**src/rtl/wb_arbiter.sv**
```systemverilog
// Two-requester register-file writeback arbiter: ALU (A) and load (B) share one write port.
// Round-robin or fixed-priority grant, one-cycle registered write, saturating contention counter.
module wb_arbiter #(
    parameter int RR_EN = 1,
    parameter int CNT_W = 16
) (
    input  logic             clk,
    input  logic             reset,
    input  logic             a_valid,
    input  logic [4:0]       a_rd,
    input  logic [31:0]      a_data,
    output logic             a_ready,
    input  logic             b_valid,
    input  logic [4:0]       b_rd,
    input  logic [31:0]      b_data,
    output logic             b_ready,
    output logic             reg_write,
    output logic [4:0]       rd,
    output logic [31:0]      write_data,
    output logic [CNT_W-1:0] conflict_cnt
);

    localparam logic [CNT_W-1:0] CNT_MAX = {CNT_W{1'b1}};
    localparam logic [CNT_W-1:0] CNT_ONE = {{(CNT_W-1){1'b0}}, 1'b1};

    logic             a_grant_s;
    logic             b_grant_s;
    logic             last_b_r;
    logic             reg_write_r;
    logic [4:0]       rd_r;
    logic [31:0]      write_data_r;
    logic [CNT_W-1:0] conflict_cnt_r;

    // Grant selection: at most one requester, none while in reset.
    always_comb begin
        a_grant_s = 1'b0;
        b_grant_s = 1'b0;
        if (reset) begin
            a_grant_s = 1'b0;
            b_grant_s = 1'b0;
        end else if (a_valid && b_valid) begin
            // On a tie, round-robin favours whoever was not served last.
            if ((RR_EN != 0) && !last_b_r) begin
                b_grant_s = 1'b1;
            end else begin
                a_grant_s = 1'b1;
            end
        end else if (a_valid) begin
            a_grant_s = 1'b1;
        end else if (b_valid) begin
            b_grant_s = 1'b1;
        end else begin
            a_grant_s = 1'b0;
            b_grant_s = 1'b0;
        end
    end

    // Write-port register, priority pointer and contention counter.
    always_ff @(posedge clk) begin
        if (reset) begin
            reg_write_r    <= 1'b0;
            rd_r           <= 5'd0;
            write_data_r   <= 32'd0;
            conflict_cnt_r <= {CNT_W{1'b0}};
            last_b_r       <= 1'b1;
        end else begin
            if (a_grant_s) begin
                // x0 is hardwired: handshake completes but no write strobe.
                reg_write_r  <= (a_rd != 5'd0);
                rd_r         <= a_rd;
                write_data_r <= a_data;
                last_b_r     <= 1'b0;
            end else if (b_grant_s) begin
                reg_write_r  <= (b_rd != 5'd0);
                rd_r         <= b_rd;
                write_data_r <= b_data;
                last_b_r     <= 1'b1;
            end else begin
                reg_write_r  <= 1'b0;
            end
            if (a_valid && b_valid && (conflict_cnt_r != CNT_MAX)) begin
                conflict_cnt_r <= conflict_cnt_r + CNT_ONE;
            end
        end
    end

    assign a_ready      = a_grant_s;
    assign b_ready      = b_grant_s;
    assign reg_write    = reg_write_r;
    assign rd           = rd_r;
    assign write_data   = write_data_r;
    assign conflict_cnt = conflict_cnt_r;

endmodule
```
**config.mk**
```make
export PLATFORM = sky130hd
export DESIGN_NAME = wb_arbiter
export DESIGN_NICKNAME = d
export VERILOG_FILES = /design/src/rtl/wb_arbiter.sv
export SDC_FILE = /design/constraint.sdc
export NUM_CORES = 1
export LEC_CHECK = 0
export ABC_AREA = 1
export CORE_MARGIN = 3
export CORE_UTILIZATION = 43
export DETAILED_ROUTE_END_ITERATION = 6
export PLACE_DENSITY_LB_ADDON = 0.15
export SYNTH_ARGS = -nofsm -noshare
export SYNTH_HDL_FRONTEND = slang
export SYNTH_SLANG_ARGS = --single-unit
```
**constraint.sdc**
```tcl
create_clock -name clk -period 2.2 [get_ports clk]
set_input_delay 0.44 -clock clk [delete_from_list [all_inputs] [get_ports clk]]
set_output_delay 0.44 -clock clk [all_outputs]
set_load 0.03 [all_outputs]
```
Word level (Yosys, flattened, before mapping)
Index checks and enable logic that the tools add are counted.
W data, S select, Z words.

word-level totals
  register bits after elaboration = 55
  input bits = 78
  output and inout port bits = 56

cells by class
  add/subtract/negate cells = 1
  equality and inequality tests = 1
  mux-type cells = 17
  reduce and logical (&&, ||, !) cells = 5

operator list
  cell                     count
  $mux W32                 2
  $add A16 B1 Y16 const B  1
  $ne A16 B16 Y1 const B   1
  $mux W1                  13
  $mux W5                  2
  $reduce_bool A5 Y1       2
  $logic_and A1 B1 Y1      2
  $reduce_bool A2 Y1       1

Depth between registers and ports, before layout
  depth after elaboration = 6
  mapped depth = 9
  gate-level depth less buffers = 9

Least setup slack after synthesis
No wires, ideal clock.

  path kind = flip-flop to flip-flop
  start = register conflict_cnt_r[1] (netlist: conflict_cnt[1])
  end = register conflict_cnt_r[10] (netlist: conflict_cnt[10])
  library setup time = 0.116 ns
  data arrival time = 1.515 ns
  data required time = 2.084 ns
  path slack = 0.569 ns
  cell stages (with the launch flop) = 8
  path buffers = 1
  period minus slack after synthesis = 1.631 ns
  cell sequence = dfxtp_1 ha_1 nand3_2 inv_1 nand4_4 buf_6 a21oi_1 nor2_1

on the way
  longest elaborated chain between the ends = 2
  elaborated cells between the ends (all ways) = 3

ends and longest elaborated chain
  item                                                                     line  source
  from (decl)                                                              32    logic [CNT_W-1:0] conflict_cnt_r;
  from (signal assigned)                                                   64    conflict_cnt_r <= {CNT_W{1'b0}};
  from (signal assigned)                                                   82    conflict_cnt_r <= conflict_cnt_r + CNT_ONE;
  parallel branches: the longest is 2 deep, another holds $add A16 B1 Y16  n/a

Several ways; the timed one is not identified.
A chain may end at the register's enable or synchronous reset.

Worst setup path after layout
  start = input port reset
  end = output port b_ready

on the way
  longest elaborated chain between the ends = 1

ends and longest elaborated chain
  item         line  source
  from (decl)  8     input logic reset,
  $mux W1      38    if (reset) begin
  to (decl)    16    output logic b_ready,

No other way between the ends.

==> results.json <==
{
  "grt_pass1_vias": 2824,
  "numCtsBuffers": 5,
  "drive_gt1_share_pct": 6.53,
  "seq_area_frac_synth_pct": 41.2,
  "fmax_mhz": 509,
  "critPathBufInv": 4,
  "dieArea_um2": 7200,
  "syn-cell-area_um2": 2670,
  "drt_first_pass_iters": 4,
  "drtAntennaViolNets": 0,
  "yosysUniqueCellTypes": 29,
  "grt_max_degree": 68,
  "fin_crit_ns": 1.97,
  "synth-async-reset-ratio_pct": 0,
  "num_vias": 2898,
  "required_ns": 1.76,
  "htreeDepth": 2,
  "routedWlPerCell_um": 13.3,
  "synth.area.top_cells": "dfxtp_1, nand2_1, a31oi_1, o21ai_0, nor2_1",
  "area_growth_syn_to_layout_pct": 54.3,
  "ctsResizeCount": 0,
  "grt_first_pass_wirelength_um": 12800,
  "powerDensity_nw_per_um2": 583,
  "status": "completed",
  "crit_type": "input port to output port",
  "dp_hpwl_um": 5770,
  "boundaryPins": 134,
  "cpPeakStageDelay_ns": 0.46,
  "worstPathMaxFanout": 10,
  "power_leakage_nw": 1.63,
  "n_antenna_cell": 0,
  "syn_area_per_cell_um2": 7.05,
  "yosysTopAreaCellShare_pct": 41.2,
  "crit_chain": "clkdlybuf4s50_1 > inv_4 > nand3_1 > inv_1 > buf_4",
  "clkSlewWorstSetupHoldPaths_ns": 0.10,
  "pre_cts_ws_ns": 0.234,
  "antenna_found_initial": 0,
  "worst_slack_ns": 0.235,
  "via_per_inst": 5.00,
  "yosysWarningCount": 0,
  "cts_num_sinks": 55,
  "wl_um": 7690,
  "rows": 28,
  "synth_fp_nets": 458,
  "yosysTopAreaCell": "dfxtp_1",
  "end_kind": "output port",
  "final-setup-viol-count": 0,
  "synth_commonest_cells": "nand2_1, dfxtp_1, nor2_1",
  "multi_input_area_um2": 1340,
  "drv_slew": 0,
  "nets": 583,
  "seq_area_um2": 1100,
  "gr-total-overflow": 0,
  "start_kind": "input port",
  "peakVddDrop_v": 0.000358,
  "setup_tns_ns": 0,
  "relSlewSlack_pct": 75.3,
  "first_iter_violations": 104,
  "ys.flop_type": "dfxtp_1",
  "grtUsageTotal_pct": 21.8,
  "yosysMostFrequentCell": "nand2_1",
  "die_h_um": 84.8,
  "cap_violations": 0,
  "netlist_instances": 379,
  "rsz0062_at_grt": "false",
  "insertion_delay_ns": 0.31,
  "cts_hold_buf": 0,
  "post-cts-setup-buffer-count": 0,
  "synth_seq_cells": 55,
  "synth_edf_count": 0,
  "cts_tree": "done",
  "crit_family": "buffers and inverters",
  "remaining_drc_errors": 0,
  "fillers": 545,
  "cp_slowest_cell": "clkdlybuf4s50_1",
  "core_area_um2": 5960,
  "postLayoutCoreUtil_pct": 69.2,
  "io_buffers": 133,
  "dpl_cell_area_um2": 4010,
  "place_congestion": 0.905,
  "min_path_type": "flip-flop to flip-flop",
  "fin_skew_ns": 0.00435,
  "clock_path_buffers": 2,
  "root_buffer": "clkbuf_8",
  "initial_core_util_pct": 44.9,
  "final_cell_area_um2": 4120,
  "period_share_pct": 89.3,
  "cp.arrival_ns": 1.53,
  "die_w_um": 84.8,
  "tightest_slew_ns": 0.370,
  "hold_violations": 0
}
path summary, 6_finish.rpt:
path              slack, ns               end             from  depth (start not counted)
setup / recovery       0.23           b_ready            reset                          5
hold reg to reg        0.48             rd[3]            rd[3]                          2
hold / removal         0.48             rd[3]            rd[3]                          2
setup reg to reg       0.61  conflict_cnt[10]  conflict_cnt[0]                          6
placed cells by master (no fill, tap or decap), types with 6 or more instances in the layout:
cell	n
o21ai_0	34
nand3_1	16
a21oi_1	14
a31oi_1	35
clkdlybuf4s50_1	131
nand2_1	116
buf_4	7
inv_1	19
clkbuf_8	6
dfxtp_1	55
nor2_1	38
routing by layer:
metal,GRT usage (%),vias up,routed length [um],share of wire [%]
met3,9.32,12,781,10
met1,24.6,1282,3150,41
met4,6.76,0,145,1.9
met2,37.3,93,3610,47
li1,-,1511,-,-
met5,0,-,0,0
through the flow:
| step | std cells | hold WS (ns) | total power, mW |
|---|---|---|---|
| 4_1_cts | 580 | 0.482 | 2.44 |
| 3_5_place_dp | 572 | 0.465 | 1.73 |
| 5_1_grt | 580 | 0.510 | 2.52 |
| 6_report | 580 | 0.480 | 2.41 |
| 2_1_floorplan | 379 | 0.470 | 1.43 |
| 3_3_place_gp | 572 | 0.461 | 1.72 |
cell type report:
| class | count | area share (%) |
|---|---|---|
| clock buffer | 6 | 2.00 |
| clock inverter | 2 | 0.850 |
| inverter | 23 | 2.18 |
| timing repair buffer | 139 | 33.6 |
| tap | 75 | 2.28 |
| sequential | 55 | 26.7 |
| multi-input combinational | 280 | 32.4 |
logic make-up (layout without fill, tap and decap cells):
logic type                 Yosys count  count (layout)  share of synthesized area [%]
and+or+nand+nor                    189             189                           30.7
DFF                                 55              55                           41.2
adders and majority gates            1               1                          0.468
buffers and inverters               44             170                           8.75
AOI/OAI and AO/OA                   89              89                           18.5
xor gates and xnor gates             1               1                          0.328
worst register-to-register path, cell delays in order (launching register included):
cell and delay (ns):
dfxtp_1 0.41, ha_1 0.23, nand3_2 0.14, inv_1 0.16
nand4_4 0.26, a21oi_1 0.23, nor2_1 0.07
flip-flops by register name (all words and copies together), names as in the netlist:
name          flops
conflict_cnt     16
rd                5
write_data       32
reg_write         1
last_b_r          1
where the power goes:
| part | switching [mW] | leakage, nW | internal [mW] |
|---|---|---|---|
| sequential | 0.0326 | 0.452 | 1.06 |
| clock | 0.330 | 0.0612 | 0.369 |
| combinational | 0.317 | 1.11 | 0.295 |
Power figures use the tool's default switching activity.
